[config.mk]
export PLATFORM = sky130hd
export DESIGN_NAME = seg_scan_decoder
export DESIGN_NICKNAME = d
export VERILOG_FILES = /design/src/rtl/seg_dec_pkg.sv /design/src/rtl/seg_scan_decoder_seg7_decode.sv /design/src/rtl/seg_scan_decoder.sv
export SDC_FILE = /design/constraint.sdc
export NUM_CORES = 1
export LEC_CHECK = 0
export CORE_ASPECT_RATIO = 0.5
export CORE_MARGIN = 3
export CORE_UTILIZATION = 40
export DETAILED_ROUTE_END_ITERATION = 12
export GPL_TIMING_DRIVEN = 0
export SLEW_MARGIN = 0
export SYNTH_ARGS = -nofsm -noshare
export SYNTH_HDL_FRONTEND = slang
export SYNTH_HIERARCHICAL = 1
export SYNTH_SLANG_ARGS = --single-unit
[constraint.sdc]
create_clock -name clk -period 2.69 [get_ports clk]
set_clock_uncertainty 0.2 [all_clocks]
set_input_delay 0.538 -clock clk [delete_from_list [all_inputs] [get_ports clk]]
set_output_delay 0.538 -clock clk [all_outputs]
set_load 0.02 [all_outputs]
[src/rtl/seg_dec_pkg.sv]
// Shared types and constants for the 7-segment scan decoder.
//   - SEG_0..SEG_9, SEG_BLANK : active-low segment patterns, seg[0]=a .. seg[6]=g
//   - state_e                 : dwell qualification FSM states
//   - bcd_t / seg_dec_t       : decoded digit payload
//   - bcd_to_bin              : four BCD digits to a 14-bit binary value
package seg_dec_pkg;

  localparam int unsigned SEG_W   = 7;
  localparam int unsigned AN_W    = 4;
  localparam int unsigned BCD_W   = 4;
  localparam int unsigned FRAME_W = AN_W * BCD_W;
  localparam int unsigned VALUE_W = 14;
  localparam int unsigned OVR_W   = 8;

  localparam logic [SEG_W-1:0] SEG_0     = 7'h40;
  localparam logic [SEG_W-1:0] SEG_1     = 7'h79;
  localparam logic [SEG_W-1:0] SEG_2     = 7'h24;
  localparam logic [SEG_W-1:0] SEG_3     = 7'h30;
  localparam logic [SEG_W-1:0] SEG_4     = 7'h19;
  localparam logic [SEG_W-1:0] SEG_5     = 7'h12;
  localparam logic [SEG_W-1:0] SEG_6     = 7'h02;
  localparam logic [SEG_W-1:0] SEG_7     = 7'h78;
  localparam logic [SEG_W-1:0] SEG_8     = 7'h00;
  localparam logic [SEG_W-1:0] SEG_9     = 7'h10;
  localparam logic [SEG_W-1:0] SEG_BLANK = 7'h7F;

  typedef logic [BCD_W-1:0] bcd_t;

  typedef enum logic [1:0] {
    S_WAIT   = 2'd0,
    S_SETTLE = 2'd1,
    S_HOLD   = 2'd2
  } state_e;

  typedef struct packed {
    bcd_t digit;
    logic blank;
    logic err;
  } seg_dec_t;

  // {d3,d2,d1,d0} -> d3*1000 + d2*100 + d1*10 + d0; 9999 fits in 14 bits
  function automatic logic [VALUE_W-1:0] bcd_to_bin(input logic [FRAME_W-1:0] bcd);
    bcd_to_bin = VALUE_W'(bcd[15:12]) * VALUE_W'(1000)
               + VALUE_W'(bcd[11:8])  * VALUE_W'(100)
               + VALUE_W'(bcd[7:4])   * VALUE_W'(10)
               + VALUE_W'(bcd[3:0]);
  endfunction

endpackage

[src/rtl/seg_scan_decoder_seg7_decode.sv]
// Combinational 7-segment pattern decoder.
//   seg   : active-low segment lines
//   dec_c : {digit, blank, err}; blank and undecodable patterns read as digit 0
module seg7_decode
  import seg_dec_pkg::*;
(
  input  logic [SEG_W-1:0] seg,
  output seg_dec_t         dec_c
);

  always_comb begin
    dec_c.digit = '0;
    dec_c.blank = 1'b0;
    dec_c.err   = 1'b0;
    case (seg)
      SEG_0:     dec_c.digit = 4'd0;
      SEG_1:     dec_c.digit = 4'd1;
      SEG_2:     dec_c.digit = 4'd2;
      SEG_3:     dec_c.digit = 4'd3;
      SEG_4:     dec_c.digit = 4'd4;
      SEG_5:     dec_c.digit = 4'd5;
      SEG_6:     dec_c.digit = 4'd6;
      SEG_7:     dec_c.digit = 4'd7;
      SEG_8:     dec_c.digit = 4'd8;
      SEG_9:     dec_c.digit = 4'd9;
      SEG_BLANK: dec_c.blank = 1'b1;
      default:   dec_c.err   = 1'b1;
    endcase
  end

endmodule

[src/rtl/seg_scan_decoder.sv]
// Receive-side 7-segment scan decoder: qualifies each anode dwell, decodes the
// sampled pattern, assembles four digits into a frame and offers it on a
// one-deep valid/ready output.
//   Parameter SETTLE_CYCLES : stable cycles of an_r before seg_r is sampled (1..255)
//   clk, rst_n              : clock, synchronous active-low reset
//   seg, an                 : multiplexed display bus (both active-low)
//   frame_bcd/blank/err     : assembled frame contents
//   frame_value             : binary value of the frame (0 unless SEG_DEC_BIN_EN)
//   frame_valid/ready       : output handshake
//   overrun_cnt             : saturating count of frames dropped while output stalled
// Build option: define SEG_DEC_BIN_EN to build the BCD->binary converter.
module seg_scan_decoder
  import seg_dec_pkg::*;
#(
  parameter int unsigned SETTLE_CYCLES = 4
) (
  input  logic                 clk,
  input  logic                 rst_n,
  input  logic [SEG_W-1:0]     seg,
  input  logic [AN_W-1:0]      an,
  output logic [FRAME_W-1:0]   frame_bcd,
  output logic [AN_W-1:0]      frame_blank,
  output logic                 frame_err,
  output logic [VALUE_W-1:0]   frame_value,
  output logic                 frame_valid,
  input  logic                 frame_ready,
  output logic [OVR_W-1:0]     overrun_cnt
);

  localparam int unsigned CNT_W = $clog2(SETTLE_CYCLES + 1);

  logic [SEG_W-1:0]   seg_r_q;
  logic [AN_W-1:0]    an_r_q, an_p_q;
  state_e             state_q, state_d;
  logic [CNT_W-1:0]   cnt_q, cnt_d;
  logic [AN_W-1:0]    mask_q, mask_d;
  logic [FRAME_W-1:0] acc_bcd_q, acc_bcd_d;
  logic [AN_W-1:0]    acc_blank_q, acc_blank_d;
  logic [AN_W-1:0]    acc_err_q, acc_err_d;
  logic [FRAME_W-1:0] frame_bcd_q, frame_bcd_d;
  logic [AN_W-1:0]    frame_blank_q, frame_blank_d;
  logic               frame_err_q, frame_err_d;
  logic [VALUE_W-1:0] frame_value_q, frame_value_d;
  logic               frame_valid_q, frame_valid_d;
  logic [OVR_W-1:0]   overrun_q, overrun_d;

  logic               an_valid_c, an_chg_c, sample_c, complete_c;
  logic [1:0]         slot_c;
  logic [AN_W-1:0]    mask_new_c;
  seg_dec_t           dec_c;

  seg7_decode u_dec (.seg(seg_r_q), .dec_c(dec_c));

  // Anode qualification: exactly one low bit selects a slot
  always_comb begin
    an_valid_c = 1'b1;
    slot_c     = 2'd0;
    case (an_r_q)
      4'b1110: slot_c = 2'd0;
      4'b1101: slot_c = 2'd1;
      4'b1011: slot_c = 2'd2;
      4'b0111: slot_c = 2'd3;
      default: an_valid_c = 1'b0;
    endcase
    an_chg_c = (an_r_q != an_p_q);
  end

  // Dwell FSM: one sample per dwell once an_r has been stable long enough
  always_comb begin
    state_d  = state_q;
    cnt_d    = cnt_q;
    sample_c = 1'b0;
    if (an_chg_c) begin
      if (an_valid_c) begin
        state_d = S_SETTLE;
        cnt_d   = CNT_W'(1);
        if (SETTLE_CYCLES == 1) begin
          sample_c = 1'b1;
          state_d  = S_HOLD;
        end
      end else begin
        state_d = S_WAIT;
        cnt_d   = '0;
      end
    end else begin
      case (state_q)
        S_SETTLE: begin
          cnt_d = cnt_q + CNT_W'(1);
          if (cnt_d == CNT_W'(SETTLE_CYCLES)) begin
            sample_c = 1'b1;
            state_d  = S_HOLD;
          end
        end
        S_HOLD:  cnt_d = cnt_q;
        default: cnt_d = '0;
      endcase
    end
  end

  // Frame assembly and one-deep output register
  always_comb begin
    acc_bcd_d     = acc_bcd_q;
    acc_blank_d   = acc_blank_q;
    acc_err_d     = acc_err_q;
    frame_bcd_d   = frame_bcd_q;
    frame_blank_d = frame_blank_q;
    frame_err_d   = frame_err_q;
    frame_value_d = frame_value_q;
    frame_valid_d = frame_valid_q;
    overrun_d     = overrun_q;
    mask_new_c    = mask_q;

    for (int i = 0; i < int'(AN_W); i++) begin
      if (sample_c && (slot_c == 2'(i))) begin
        acc_bcd_d[4*i +: 4] = dec_c.digit;
        acc_blank_d[i]      = dec_c.blank;
        acc_err_d[i]        = dec_c.err;
        mask_new_c[i]       = 1'b1;
      end
    end

    complete_c = sample_c && (mask_new_c == 4'hF);
    mask_d     = complete_c ? '0 : mask_new_c;

    if (complete_c) begin
      if (!frame_valid_q || frame_ready) begin
        frame_bcd_d   = acc_bcd_d;
        frame_blank_d = acc_blank_d;
        frame_err_d   = |acc_err_d;
`ifdef SEG_DEC_BIN_EN
        frame_value_d = bcd_to_bin(acc_bcd_d);
`else
        frame_value_d = '0;
`endif
        frame_valid_d = 1'b1;
      end else if (overrun_q != '1) begin
        overrun_d = overrun_q + OVR_W'(1);
      end
    end else if (frame_valid_q && frame_ready) begin
      frame_valid_d = 1'b0;
    end
  end

  // State registers
  always_ff @(posedge clk) begin
    if (!rst_n) begin
      seg_r_q       <= SEG_BLANK;
      an_r_q        <= 4'hF;
      an_p_q        <= 4'hF;
      state_q       <= S_WAIT;
      cnt_q         <= '0;
      mask_q        <= '0;
      acc_bcd_q     <= '0;
      acc_blank_q   <= '0;
      acc_err_q     <= '0;
      frame_bcd_q   <= '0;
      frame_blank_q <= '0;
      frame_err_q   <= 1'b0;
      frame_value_q <= '0;
      frame_valid_q <= 1'b0;
      overrun_q     <= '0;
    end else begin
      seg_r_q       <= seg;
      an_r_q        <= an;
      an_p_q        <= an_r_q;
      state_q       <= state_d;
      cnt_q         <= cnt_d;
      mask_q        <= mask_d;
      acc_bcd_q     <= acc_bcd_d;
      acc_blank_q   <= acc_blank_d;
      acc_err_q     <= acc_err_d;
      frame_bcd_q   <= frame_bcd_d;
      frame_blank_q <= frame_blank_d;
      frame_err_q   <= frame_err_d;
      frame_value_q <= frame_value_d;
      frame_valid_q <= frame_valid_d;
      overrun_q     <= overrun_d;
    end
  end

  assign frame_bcd   = frame_bcd_q;
  assign frame_blank = frame_blank_q;
  assign frame_err   = frame_err_q;
  assign frame_value = frame_value_q;
  assign frame_valid = frame_valid_q;
  assign overrun_cnt = overrun_q;

endmodule
==> flow_summary.ini, run 1 <==
[timing]
setup_viol = 0
timing.slew.headroom_pct = 31.8
hold_violations = 0
tightest_slew_ns = 1.01
finalCriticalPeriod_ns = 2.62
min_period_over_period_pct = 97.2
hold_ws_ns = 0.292
fin_ws_ns = 0.0740
timing.final.max_slew_violations = 0
rsz_0062_raised_after_global_routing = no
max_freq_mhz = 382

[worst_hold_path]
hold_class = register to register

[placement]
detailed_place_hpwl_um = 5220
postPlaceCellArea_um2 = 3890
gp_congestion = 0.809
place.port_buffers = 43
numPlacedInstances = 515
dp_slack_ns = -0.154

[grt]
globalRouteTotalUtil_pct = 16.1
grt_overflow_total = 0
wire_length_of_the_first_global_routing_pass_um = 12100
grt_antenna_before_repair = 0
grt_max_degree = 15
first_global_vias = 2556

[layout]
antenna_cells_inserted = 0
drive_gt1_share_pct = 14.6
flow.area_growth_from_synthesis_pct = 30.8
final_nets = 438
number_of_inserted_filler_cells_in_the_final_layout = 725
fin_cells = 534
post-route-cell-area_um2 = 4290

[setup_path]
r2r_setup_slack_ns = 0.07
crit_chain = buf_6 > xnor2_2 > nand4_4 > nand2b_4 > buf_6 > or4_1 > buf_2 > or4_1 > a21oi_1
timing.critical_path.slowest_stage_cell = or4_1
critical_path.endpoint_type = register
worst_ep_arrival_time_ns = 2.68
worst_path_largest_cell_delay_ns = 0.48
worst_setup_path_start_kind = register
worstPathRequired_ns = 2.76
timing.setup.critical_path_class = register to register
timing.critical_path.fanout_max = 10

[synthesis]
ys_seq_elements = 78
syn_inst = 351
synth-adder-area-share_pct = 1.15
synth.area.top_cells = dfxtp_1 48%, nor2_1 7.2%, mux2i_1 7.0%
mappedNetlistArea_um2 = 3280
synth-warning-count = 6
synth_top_area_share_pct = 47.6
post_synth_mux_area_share_pct = 7.37
yosys.area_share.simple_pct = 20.9
synth.top_cells.by_count = 78 x dfxtp_1, 63 x nor2_1, 23 x mux2i_1, 22 x a211oi_1, 16 x nand2b_1
synthXorXnorAreaFrac_pct = 2.33
ys_types = 48
synth_largest_area_cell = dfxtp_1
postSynth.asyncResetShare_pct = 0
synth_top_family_by_area = simple AND/OR/NAND/NOR gates
post_synth.cell_area_avg_um2 = 9.34
dominantRegCellSynth = dfxtp_1
synth.most_common_cell = dfxtp_1
synth-edff-count = 0
synth_compound_area_share_pct = 12.6
yosysSeqAreaShare_pct = 47.6

[floorplan]
ioPinCount = 58
die_h_um = 70.0
die_w_um = 134
dieArea_um2 = 9380
floorplan.initialDensity_pct = 43.0
total_number_of_placement_rows = 22
fp.coreArea_um2 = 7620

[clock_tree]
cts_inserted_buffers = 9
cts_tree = done
cts_htree_levels = 3
clock_latency_ns = 0.34
tritoncts_num_sinks = 78
cts-hold-fix-buffers = 0
max-clock-path-buffers = 2
cts.reportedPaths.clkPinSlew_ns = 0.06
clk_root_buffer_cell = clkbuf_16

[drt]
dr.first_iter.drc_count = 133
post_drt_wl_per_cell_um = 13.5
routed_wirelength_um = 7220
detail_route.vias_per_cell = 4.94
antenna_left = 0
drc = 0
drt_pre_antenna_iters = 4
vias = 2639

[power]
powerDensity_nw_per_um2 = 605
total_power_mw = 2.59
vdd_drop_max_mv = 0.328
cellLeakagePower_nw = 1.56

[status]
run_status = finished, final reports clean

[job]
max_cap_violations = 0
critical path, delay by kind of cell (launching register included):
family          cells  cell delay, ns
buf+inv             3            0.45
xor+xnor            1            0.19
compound gates      1            0.15
simple gates        4            1.24
flops               1            0.30
flip-flops by register name, indices dropped and copies added, names as in the netlist, 3 cells and up:
signal       flops
cnt_q            3
an_p_q           4
frame_blank      4
seg_r_q          7
acc_bcd_q       16
mask_q           4
an_r_q           4
acc_blank_q      4
frame_bcd       16
acc_err_q        4
overrun_cnt      8
through the flow:
stage	TNS, ns	util, %
6_report	0	56.3
5_1_grt	0	56.3
4_1_cts	0	55.3
3_5_place_dp	-1.75	51.1
3_3_place_gp	-1.38	51.1
2_1_floorplan	0	-
per-layer routing:
layer | vias up | part of all wire [%] | GRT usage [%]
li1 | 1336 | - | -
met1 | 1228 | 48 | 20.3
met2 | 65 | 45 | 25.4
met3 | 10 | 5.8 | 5.40
met4 | 0 | 1.2 | 6.88
met5 | - | 0 | 0
power by group:
group          internal (mW)  switching, mW
logic                 0.0824         0.0903
clock network          0.746          0.489
registers               1.17         0.0147
logic make-up (layout without fill, tap and decap cells):
family	Yosys count	after routing
AOI/OAI and AO/OA	62	62
xor gates and xnor gates	7	7
adders and majority gates	3	3
buffers and inverters	44	106
DFF	78	78
muxes	24	24
other	1	14
and+or+nand+nor	132	132
area by class of cell:
class / count / area (µm²) / area share, %
inverters: 10 / 37.5 / 0.875
multi-input cells: 242 / 1570 / 36.5
plain buffers: 34 / 229 / 5.34
flip-flops and latches: 78 / 1560 / 36.4
clock inverters: 6 / 68.8 / 1.60
clock buffers: 10 / 239 / 5.57
repair buffers: 46 / 453 / 10.6
well taps: 108 / 135 / 3.15
timing repair:
| action | in CTS | in global routing |
|---|---|---|
| setup endpoints to repair | 20 | 23 |
| gates cloned | 0 | 0 |
| gates resized for setup | 4 | 13 |
| buffers inserted | 0 | 3 |
| pin swaps | 0 | 1 |
worst paths after layout:
path | cells after the start | start | end
max | 9 | an_r_q[2] | overrun_cnt[7]
min reg2reg | 2 | acc_bcd_q[1] | acc_bcd_q[1]
min | 2 | acc_bcd_q[1] | acc_bcd_q[1]
max reg2reg | 9 | an_r_q[2] | overrun_cnt[7]
cells in the final DEF (no fill, tap or decap), types with 5 or more instances in the layout:
cell type,netlist,routed
buf_6,5,5
inv_1,10,10
buf_4,14,17
a211oi_1,22,22
nor3_1,5,5
conb_1,1,14
a21oi_1,13,13
or3_1,5,5
clkdlybuf4s50_1,0,43
o21ai_0,10,10
nand2b_1,16,16
nor2_1,63,62
clkbuf_16,0,9
nand2_1,12,12
dfxtp_1,78,78
mux2i_1,23,23
clkbuf_1,12,8
xnor2_1,5,5
nand3_1,5,5
Power figures use the tool's default switching activity.
==> run 2: changes to the inputs <==
--- a/config.mk
+++ b/config.mk
@@ -10,6 +10,7 @@
 export CORE_UTILIZATION = 40
 export DETAILED_ROUTE_END_ITERATION = 12
 export GPL_TIMING_DRIVEN = 0
+export RECOVER_POWER = 25
 export SLEW_MARGIN = 0
 export SYNTH_ARGS = -nofsm -noshare
 export SYNTH_HDL_FRONTEND = slang
==> run 2 against run 1 <==
  * Total power barely moved
  * Hold slack about the same
  * Non-clock buffer count unchanged
  * Final area unchanged
  * Clock power barely moved
  * Count of clock-buffer cells in the layout unchanged
==> flow_summary.ini, run 2 (synthesized netlist as in run 1, its figures left out) <==
[drt]
met2RoutedLength_um = 3280
drt_pre_antenna_iters = 4
drc = 0
antenna_left = 0
detail_route.vias_per_cell = 4.93
routed_wirelength_um = 7200
met3WireLength_um = 380
dr.first_iter.drc_count = 133
topRoutingLayerUsed = met4
wl_met1_um = 3450
vias = 2633
post_drt_wl_per_cell_um = 13.5

[job]
max_cap_violations = 0

[layout]
leading_cell_type_in_the_layout_fill_and_taps_excluded = dfxtp_1
final_nets = 438
antenna_cells_inserted = 0
layout.core_utilization_pct = 56.3
drive_gt1_share_pct = 14.6
layout.cells.most_common_list = 78 x dfxtp_1, 62 x nor2_1, 34 x clkdlybuf4s50_1
flow.area_growth_from_synthesis_pct = 30.8
number_of_inserted_filler_cells_in_the_final_layout = 725

[grt]
wire_length_of_the_first_global_routing_pass_um = 12100
grt_antenna_before_repair = 0
grt_overflow_total = 0
grt_max_degree = 15
first_global_vias = 2556
globalRouteTotalUtil_pct = 16.1

[clock_tree]
cts_inserted_buffers = 9
tritoncts_num_sinks = 78
clk_root_buffer_cell = clkbuf_16
cts_tree = done
cts.reportedPaths.clkPinSlew_ns = 0.06
clock_latency_ns = 0.34
cts_htree_levels = 3
max-clock-path-buffers = 2

[power]
powerDensity_nw_per_um2 = 604
seqPwrFrac_pct = 45.7
vdd_drop_max_mv = 0.328
power_switching_mw = 0.593
sw_frac_of_total_pct = 22.9
total_power_mw = 2.59
clock_power_share_pct = 47.6
comb_power_share_pct = 6.7
p_int_mw = 2.00
cellLeakagePower_nw = 1.58

[placement]
detailed_place_hpwl_um = 5220
dp_slack_ns = -0.154
place.port_buffers = 43
gp_congestion = 0.809

[timing]
setup_viol = 0
rsz_0062_raised_after_global_routing = no
fin_ws_ns = 0.0776
max_freq_mhz = 383
min_period_over_period_pct = 97.1
tightest_slew_ns = 1.01
timing.final.max_slew_violations = 0
timing.slew.headroom_pct = 31.6
finalCriticalPeriod_ns = 2.61
hold_violations = 0
fin_setup_tns_ns = 0

[setup_path]
worst_reg2reg_startpoint = an_r_q[2]
worstPathRequired_ns = 2.76
path_buf_inv = 3
critical-path-top-delay-family = simple AND/OR/NAND/NOR gates
timing.critical_path.slowest_stage_cell = or4_1
r2r_setup_slack_ns = 0.08
crit_chain = buf_6 > xnor2_2 > nand4_4 > nand2b_4 > buf_6 > or4_1 > buf_2 > or4_1 > a21oi_1
timing.setup.critical_path_class = register to register
worst_path_largest_cell_delay_ns = 0.48
critPathLaunch = an_r_q[2]
worst_setup_path_start_kind = register
worst_ep_arrival_time_ns = 2.68
timing.critical_path.fanout_max = 10
critical_path.endpoint_type = register

[worst_hold_path]
hold_class = register to register
holdCritStartpoint = acc_bcd_q[1]

[status]
run_status = finished, final reports clean

[floorplan]
floorplan.initialDensity_pct = 43.0
die_h_um = 70.0
dieArea_um2 = 9380
total_number_of_placement_rows = 22
ioPinCount = 58
die_w_um = 134
fp.coreArea_um2 = 7620
-- run 2: changes by cell type in the layout (fill, tap and decap cells not counted) --
cell             previous run  this run
clkdlybuf4s50_1            43        34
dlygate4sd3_1               0         9
-- run 2: metrics by stage --
| stage | instances | area (µm²) | hold WS (ns) |
|---|---|---|---|
| final | 534 | 4290 | 0.292 |
| after detailed placement | 515 | 3890 | 0.256 |
| after global placement | 515 | 3890 | 0.252 |
| after floorplan | 364 | 3330 | 0.238 |
| after global routing | 534 | 4290 | 0.312 |
| after CTS | 531 | 4220 | 0.274 |
-- run 2: tightest hold or removal path, cell delays in order (launching register included) --
cell	delay, ns
dfxtp_1	0.30
mux2i_1	0.07
nor2_1	0.08
-- run 2: final cells by class --
| type | count | area, µm² | share of cell area [%] |
|---|---|---|---|
| buffer | 34 | 229 | 5.34 |
| clock buffer | 10 | 239 | 5.57 |
| clock inverter | 6 | 68.8 | 1.60 |
| inverter | 10 | 37.5 | 0.875 |
| multi-input combinational | 242 | 1570 | 36.5 |
| sequential | 78 | 1560 | 36.4 |
| tap | 108 | 135 | 3.15 |
| timing repair buffer | 46 | 453 | 10.6 |
-- run 2: path summary, 6_finish.rpt --
path                    endpoint  cells after the start
setup / recovery  overrun_cnt[7]                      9
hold / removal      acc_bcd_q[1]                      2
setup reg to reg  overrun_cnt[7]                      9
hold reg to reg     acc_bcd_q[1]                      2
-- run 2: power groups by stage --
stage / logic [mW] / registers, mW / clock network [mW]
2_1_floorplan: 0.118 / 1.21 / 0
4_1_cts: 0.159 / 1.18 / 1.26
5_1_grt: 0.189 / 1.19 / 1.31
3_3_place_gp: 0.153 / 1.21 / 0
3_5_place_dp: 0.158 / 1.21 / 0
6_report: 0.172 / 1.18 / 1.23
-- run 2: metal layers --
layer / up-vias / GRT usage (%)
met2: 62 / 25.4
li1: 1336 / -
met4: 0 / 6.88
met1: 1225 / 20.3
met3: 10 / 5.40
met5: - / 0
-- run 2: repair_timing --
action | CTS | global route
endpoints found under the setup margin | 20 | 23
pin swaps | 0 | 1
hold buffers | 0 | 0
buffers inserted | 0 | 3
resized for setup | 4 | 13
endpoints found under the hold margin | 0 | 0
==> run 3: changes to the inputs <==
--- a/config.mk
+++ b/config.mk
@@ -10,6 +10,7 @@
 export CORE_UTILIZATION = 40
 export DETAILED_ROUTE_END_ITERATION = 12
 export GPL_TIMING_DRIVEN = 0
+export PLACE_DENSITY_LB_ADDON = 0.3
 export RECOVER_POWER = 25
 export SLEW_MARGIN = 0
 export SYNTH_ARGS = -nofsm -noshare
==> run 3 against run 2 <==
  * Register-to-register slack better by 0.04 ns
  * Clock power decreased by 4%
  * Routed wire length down 4.6%
  * Critical path type unchanged
  * Sequential share of layout area up 0.40 points
  * Setup slack improved by 0.042 ns
  * Count of clock-buffer cells in the layout grew 1
==> flow_summary.ini, run 3 (synthesized netlist as in run 1, its figures left out) <==
[status]
run_status = finished, final reports clean

[placement]
dp_slack_ns = -0.153
place.port_buffers = 43
detailed_place_hpwl_um = 4820
gp_congestion = 0.800

[setup_path]
worstPathRequired_ns = 2.75
timing.critical_path.fanout_max = 10
worst_r2r_endpoint = overrun_cnt[7]
r2r_setup_slack_ns = 0.12
crit_chain = buf_6 > xnor2_2 > nand4_4 > nand2b_4 > buf_6 > or4_1 > buf_2 > or4_1 > a21oi_1
critical_path.endpoint_type = register
worst_r2r_path_depth = 9
worst_path_largest_cell_delay_ns = 0.49
worst_reg2reg_startpoint = an_r_q[2]
timing.critical_path.slowest_stage_cell = or4_1
worst_ep_arrival_time_ns = 2.63
path_buf_inv = 3
timing.setup.critical_path_class = register to register
worst_setup_path_start_kind = register
critical-path-top-delay-family = simple AND/OR/NAND/NOR gates

[timing]
hold_violations = 0
min_period_over_period_pct = 95.5
finalCriticalPeriod_ns = 2.57
setup_viol = 0
timing.slew.headroom_pct = 28.5
fin_setup_tns_ns = 0
max_freq_mhz = 389
tightest_slew_ns = 1.06
fin_ws_ns = 0.120
timing.final.max_slew_violations = 0
rsz_0062_raised_after_global_routing = no

[grt]
globalRouteTotalUtil_pct = 15.2
grt_overflow_total = 0
first_global_vias = 2351
wire_length_of_the_first_global_routing_pass_um = 11400
grt_max_degree = 13
grt_antenna_before_repair = 0

[floorplan]
ioPinCount = 58
total_number_of_placement_rows = 22
fp.coreArea_um2 = 7620
floorplan.initialDensity_pct = 43.0
die_h_um = 70.0
dieArea_um2 = 9380
die_w_um = 134

[drt]
dr.first_iter.drc_count = 143
antenna_left = 0
vias = 2606
detail_route.vias_per_cell = 4.91
routed_wirelength_um = 6870
drt_pre_antenna_iters = 4
drc = 0
post_drt_wl_per_cell_um = 12.9

[power]
power_switching_mw = 0.548
comb_power_share_pct = 6.6
seqPwrFrac_pct = 46.8
powerDensity_nw_per_um2 = 596
clock_power_share_pct = 46.6
cellLeakagePower_nw = 1.58
sw_frac_of_total_pct = 21.6
p_int_mw = 1.98
vdd_drop_max_mv = 0.352

[clock_tree]
max-clock-path-buffers = 2
tritoncts_num_sinks = 78
cts.reportedPaths.clkPinSlew_ns = 0.06
clk_root_buffer_cell = clkbuf_16
cts_tree = done
cts_inserted_buffers = 9
clock_latency_ns = 0.33
cts-hold-fix-buffers = 0
cts_htree_levels = 3

[worst_hold_path]
hold_path_end = mask_q[3]
holdCritStartpoint = mask_q[3]
min_path_cells = 2
hold_class = register to register

[layout]
final_nets = 437
layout.cells.most_common_list = 77 x dfxtp_1, 63 x nor2_1, 33 x clkdlybuf4s50_1
antenna_cells_inserted = 0
flow.area_growth_from_synthesis_pct = 29.5
leading_cell_type_in_the_layout_fill_and_taps_excluded = dfxtp_1
drive_gt1_share_pct = 13.7
number_of_inserted_filler_cells_in_the_final_layout = 650
layout.core_utilization_pct = 55.7

[job]
max_cap_violations = 0
==> run 3: layout make-up <==
class	count	area, µm²	area share, %
Sequential cell	78	1560	36.8
Inverter	10	37.5	0.884
Clock inverter	3	46.3	1.09
Clock buffer	11	243	5.72
Buffer	34	226	5.33
Multi-Input combinational cell	242	1550	36.5
Tap cell	108	135	3.18
Timing Repair Buffer	45	445	10.5
==> run 3: worst max-delay path by stage <==
stage	start	endpoint	slack, ns	cells after the start
6_report	an_r_q[2]	overrun_cnt[7]	0.12	9
5_1_grt	an_r_q[3]	overrun_cnt[7]	0.008	8
4_1_cts	an_r_q[0]	overrun_cnt[7]	0.05	9
3_5_place_dp	frame_ready	overrun_cnt[7]	-0.15	8
3_3_place_gp	frame_ready	overrun_cnt[7]	-0.13	8
2_1_floorplan	an_r_q[2]	overrun_cnt[7]	0.23	9
==> run 3: worst register-to-register path: stages, from the launching register on <==
cell and delay [ns]:
dfxtp_1 0.31, buf_6 0.14, xnor2_2 0.19, nand4_4 0.14, nand2b_4 0.17, buf_6 0.13
or4_1 0.49, buf_2 0.17, or4_1 0.41, a21oi_1 0.16
==> run 3: power groups by stage <==
stage | combinational (mW) | sequential, mW | clock [mW]
CTS | 0.158 | 1.18 | 1.21
global placement | 0.154 | 1.21 | 0
global route | 0.182 | 1.19 | 1.25
detailed placement | 0.157 | 1.21 | 0
finish | 0.166 | 1.19 | 1.18
floorplan | 0.118 | 1.21 | 0
==> run 3: metrics by stage <==
step	std cells	power [mW]	instance area (µm²)	hold slack [ns]
2_1_floorplan	364	1.32	3330	0.238
3_3_place_gp	515	1.36	3890	0.254
3_5_place_dp	515	1.37	3890	0.260
4_1_cts	529	2.55	4200	0.282
5_1_grt	531	2.62	4250	0.307
6_report	531	2.53	4250	0.273
==> run 3: routing by layer <==
| layer | vias up | wire, µm | GRT usage [%] |
|---|---|---|---|
| met1 | 1210 | 3430 | 20.3 |
| met4 | 0 | 54 | 5.76 |
| met3 | 4 | 380 | 4.89 |
| met2 | 61 | 3010 | 23.0 |
| li1 | 1331 | - | - |
| met5 | - | 0 | 0 |
==> run 3: what timing repair did <==
| action | 4_1_cts | 5_1_grt |
|---|---|---|
| resized for setup | 4 | 10 |
| setup buffers | 0 | 2 |
| pin swaps | 0 | 1 |
| endpoints found under the setup margin | 19 | 8 |
| hold endpoints to repair | 0 | 0 |
